### src/rtl/mips_bus_wait_injector.sv
// Wait-state injector between the CPU bus port and memory.
// Adds fixed or LFSR-random stalls per transfer and flags protocol abuse.
module mips_bus_wait_injector #(
  parameter int          WAIT_MODE  = 0,
  parameter int          FIXED_WAIT = 2,
  parameter int          WAIT_BITS  = 3,
  parameter logic [15:0] LFSR_SEED  = 16'hACE1
) (
  input  logic        clk,
  input  logic        reset,
  input  logic [31:0] address,
  input  logic        write,
  input  logic        read,
  output logic        waitrequest,
  input  logic [31:0] writedata,
  input  logic [3:0]  byteenable,
  output logic [31:0] readdata,
  output logic [31:0] m_address,
  output logic        m_write,
  output logic        m_read,
  input  logic        m_waitrequest,
  output logic [31:0] m_writedata,
  output logic [3:0]  m_byteenable,
  input  logic [31:0] m_readdata,
  output logic        protocol_error,
  output logic [15:0] xfer_count
);

  typedef enum logic [1:0] {
    IDLE,
    STALL,
    ISSUE,
    RESP
  } state_t;

  localparam logic [3:0] MASK =
    4'((1 << WAIT_BITS) - 1);

  state_t      state;
  state_t      state_n;
  logic [3:0]  cnt;
  logic [3:0]  cnt_n;
  logic [15:0] lfsr;
  logic        lat_write;
  logic        req;
  logic        both;
  logic        accept;
  logic        mismatch;
  logic        err_set;
  logic        enter_issue;
  logic [3:0]  w_val;

  function automatic logic [15:0] lfsr_step(
    input logic [15:0] v
  );
    return {1'b0, v[15:1]} ^
      (v[0] ? 16'hB400 : 16'h0000);
  endfunction

  assign req    = read | write;
  assign both   = read & write;
  assign accept = (state == IDLE) && req && !both;

  assign waitrequest = req && (state != RESP);

  assign w_val = (WAIT_MODE == 0) ?
    4'(FIXED_WAIT) : (lfsr[3:0] & MASK);

  assign mismatch =
    (address != m_address) ||
    (write != lat_write) ||
    (read != !lat_write) ||
    (writedata != m_writedata);

  assign enter_issue =
    (state != ISSUE) && (state_n == ISSUE);

  always_comb begin
    state_n = state;
    cnt_n   = cnt;
    err_set = 1'b0;
    unique case (state)
      IDLE: begin
        if (both) begin
          err_set = 1'b1;
        end else if (req) begin
          if (w_val != 4'd0) begin
            state_n = STALL;
            cnt_n   = w_val;
          end else begin
            state_n = ISSUE;
          end
        end
      end
      STALL: begin
        if (!req) begin
          err_set = 1'b1;
          state_n = IDLE;
        end else begin
          err_set = mismatch;
          cnt_n   = cnt - 4'd1;
          if (cnt == 4'd1) state_n = ISSUE;
        end
      end
      ISSUE: begin
        // The memory access runs to completion even if the CPU bails out.
        err_set = !req;
        if (!m_waitrequest) state_n = RESP;
      end
      RESP: state_n = IDLE;
      default: state_n = IDLE;
    endcase
  end

  always_ff @(posedge clk or negedge reset) begin
    if (!reset) begin
      state          <= IDLE;
      cnt            <= 4'd0;
      lfsr           <= LFSR_SEED;
      lat_write      <= 1'b0;
      m_address      <= 32'd0;
      m_writedata    <= 32'd0;
      m_byteenable   <= 4'd0;
      m_read         <= 1'b0;
      m_write        <= 1'b0;
      readdata       <= 32'd0;
      protocol_error <= 1'b0;
      xfer_count     <= 16'd0;
    end else begin
      state <= state_n;
      cnt   <= cnt_n;
      if (err_set) protocol_error <= 1'b1;
      if (accept) begin
        m_address    <= address;
        m_writedata  <= writedata;
        m_byteenable <= byteenable;
        lat_write    <= write;
        lfsr         <= lfsr_step(lfsr);
      end
      if (enter_issue) begin
        m_read  <= accept ? read : !lat_write;
        m_write <= accept ? write : lat_write;
      end
      if (state == ISSUE && !m_waitrequest) begin
        m_read  <= 1'b0;
        m_write <= 1'b0;
        if (m_read) readdata <= m_readdata;
      end
      if (state == RESP) begin
        xfer_count <= xfer_count + 16'd1;
      end
    end
  end

endmodule

### config.mk
export PLATFORM = sky130hd
export DESIGN_NAME = mips_bus_wait_injector
export DESIGN_NICKNAME = d
export VERILOG_FILES = /design/src/rtl/mips_bus_wait_injector.sv
export SDC_FILE = /design/constraint.sdc
export NUM_CORES = 1
export LEC_CHECK = 0
export ABC_CLOCK_PERIOD_IN_PS = 2000
export CORE_UTILIZATION = 35
export CTS_CLUSTER_SIZE = 14
export DETAILED_ROUTE_END_ITERATION = 10
export PLACE_DENSITY = 0.67
export SLEW_MARGIN = 0
export SYNTH_ARGS = -nofsm -noshare
export SYNTH_HDL_FRONTEND = slang
export SYNTH_SLANG_ARGS = --single-unit
### constraint.sdc
create_clock -name clk -period 2 [get_ports clk]
set_input_delay 0.2 -clock clk [delete_from_list [all_inputs] [get_ports clk]]
set_output_delay 0.2 -clock clk [all_outputs]
set_load 0.02 [all_outputs]
==> results.toml <==
[synth]
syn_nets = 516
synth_area_um2 = 5674
synth.most_common_cell = "dfrtp_1"
yosys_register_bits = 126
ys_types = 30
ys_warn_count = 0
yosys-top-cells-area = "dfrtp_1 56%, mux2_2 16%, xor2_1 9.9%"
synth_common_cells = "126 x dfrtp_1, 81 x mux2_2, 64 x xor2_1"
seq_area_frac_synth_pct = 55.57
synth_flop_cell = "dfrtp_1"
postSynth.asyncResetShare_pct = 100.0
avgSynthCellArea_um2 = 13.91
synth_top_area_share_pct = 55.57
synth_area_leader_cell = "dfrtp_1"
synth-edff-count = 0
syn-instance-count = 408

[clocking]
ctsLongestPathBuffers = 2
root_buffer = "clkbuf_16"
cts_tree = "built"
clkSlewWorstSetupHoldPaths_ps = 50
numCtsBuffers = 17
postCtsSetupBuffers = 0
htree_num_levels = 4
clkSinkCount = 126
insertion_delay_ps = 400

[grt]
grt_overflow_total = 0
grt_pass1_vias = 4234
grt_antenna_before_repair = 0
grt_max_degree = 53
grt_util_all_layers_pct = 17.69
grt_pass1_wl_mm = 22.13

[power_and_ir_drop]
vdd_drop_max_mv = 0.7661
p_per_area_nw_per_um2 = 1531
p_leak_nw = 3.825

[final_layout]
fin_area_um2 = 8837
final_core_util_pct = 55.83
area_growth_pct = 55.74
fin_nets = 766
diodes = 0
final_cells = 881
drive_gt1_share_pct = 22.11

[timing]
rsz0062_at_grt = "no"
fmax_mhz = 560.0
period_minus_slack_ps = 1786
finalHoldViolCount = 0
slew_viol_final = 0
min_period_over_period_pct = 89.28
setup_violations = 0
setup_tns_ps = 0
worstMarginPinSlew_ps = 579.2
slew_headroom_pct = 60.98
skew_ps = 6.292

[route]
antenna_left = 0
drcViolationCount = 0
first_iter_violations = 88
vias_per_cell = 4.586
drtPass1Iterations = 4
wirelength_mm = 14.32
post_drt_wl_per_cell_um = 16.25
routed-via-count = 4040

[critical_path]
required_ps = 2280
crit_path_end_kind = "flip-flop"
crit_type = "reg2reg"
path_max_fanout = 3
rr_worst_depth = 6
critical_path_arrival_ps = 2060
reg2reg_to = "protocol_error$_DFFE_PN0P_"
reg2reg_slack_ps = 210
cp-start-kind = "flip-flop"
reg2reg_from = "m_writedata[6]$_DFFE_PN0P_"

[worst_hold_path]
min_path_type = "in2async"

[place]
place_congestion = 0.7900
dp_cells = 854
placed_area_um2 = 8295
hpwl_mm = 10.83
portBuffers = 224

[floorplanning]
initial_core_util_pct = 35.85
coreArea_um2 = 15830
fp.dieH_um = 129.3
die_x_um = 129.3
boundaryPins = 225
rows = 46
die_area_um2 = 16730

[status]
status = "complete, no violations"

[job]
max-cap-violations = 0
==> registers in the layout (all words and copies together), names as in the netlist <==
name	flops
cnt	4
readdata	32
m_byteenable	4
xfer_count	16
m_read	1
m_write	1
m_writedata	32
protocol_error	1
state	2
m_address	32
lat_write	1
==> cell families (layout without fill, tap and decap cells) <==
logic type	Yosys count	count (layout)	synth area share (%)
AND/OR/NAND/NOR	61	61	5.799
multiplexers	104	104	21.92
flip-flops	126	126	55.57
XOR/XNOR	80	80	12.35
buffers and inverters	20	277	2.205
adder cells (fa/ha/maj)	3	3	0.6616
AO/OA/AOI/OAI	14	14	1.500
==> power by group <==
| group | switching, mW | leakage [nW] | total (mW) | internal, mW |
|---|---|---|---|---|
| Clock | 1.01 | 0.260 | 2.80 | 1.79 |
| Sequential | 0.880 | 1.55 | 4.52 | 3.64 |
| Combinational | 2.79 | 2.02 | 6.22 | 3.43 |
| Total | 4.67 | 3.83 | 13.5 | 8.86 |
==> worst max-delay path, cell delays in order, from the launching register on <==
cell and delay, ps:
dfrtp_1 400, xor2_1 170, nor4_1 340, buf_4 170, nand4_1 140, nor4_2 340, a21oi_1 110
==> routing by layer <==
metal | part of all wire (%) | global-route usage, %
met4 | 1.8 | 8.235
met1 | 40 | 20.29
met5 | 0 | 0
met3 | 6.1 | 5.078
met2 | 52 | 30.49
==> stage by stage <==
step / hold slack [ps] / worst slack, ps / power (mW)
2_1_floorplan: -95.59 / 248.6 / 7.810
3_3_place_gp: 99.71 / -156.1 / 10.66
3_5_place_dp: 99.42 / -135.7 / 10.82
4_1_cts: 207.7 / 113.8 / 13.71
5_1_grt: 216.4 / 4.317 / 14.26
6_report: 221.3 / 214.3 / 13.53
==> worst max path at each step <==
stage	slack, ps	cells after the start	end	start
floorplan	250	6	readdata[10]$_DFFE_PN0P_	state[1]$_DFF_PN0_
global placement	-160	7	protocol_error$_DFFE_PN0P_	writedata[6]
detailed placement	-140	6	protocol_error$_DFFE_PN0P_	read
CTS	110	6	protocol_error$_DFFE_PN0P_	m_writedata[6]$_DFFE_PN0P_
global route	4	6	protocol_error$_DFFE_PN0P_	m_writedata[6]$_DFFE_PN0P_
finish	210	6	protocol_error$_DFFE_PN0P_	m_writedata[6]$_DFFE_PN0P_
==> final cells by class <==
class / count / area, um2
repair buffers: 244 / 2454
clock inverters: 2 / 35.03
flip-flops and latches: 126 / 3153
well taps: 216 / 270.3
clock buffers: 24 / 491.7
inverters: 7 / 26.28
fillers: 1354 / 6990
multi-input cells: 262 / 2407
==> repair_timing <==
item | in CTS | in global routing
hold buffers | 1 | 0
gates resized for setup | 1 | 1
setup endpoints to repair | 1 | 1
endpoints found under the hold margin | 54 | 0
==> cell usage in the layout, fill, tap and decap left out, types with 5 or more instances in the layout <==
cell and n:
o21ai_0 6, dfrtp_1 126, buf_4 15, nor4_1 15, nand3_1 9, clkbuf_16 17
xor2_1 64, clkdlybuf4s50_1 222, xnor2_1 16, nand4_1 5, inv_1 7, mux2_4 20
mux2_2 81, and3_1 5, nand2_1 13, buf_12 5
(Power assumes the default switching activity.)
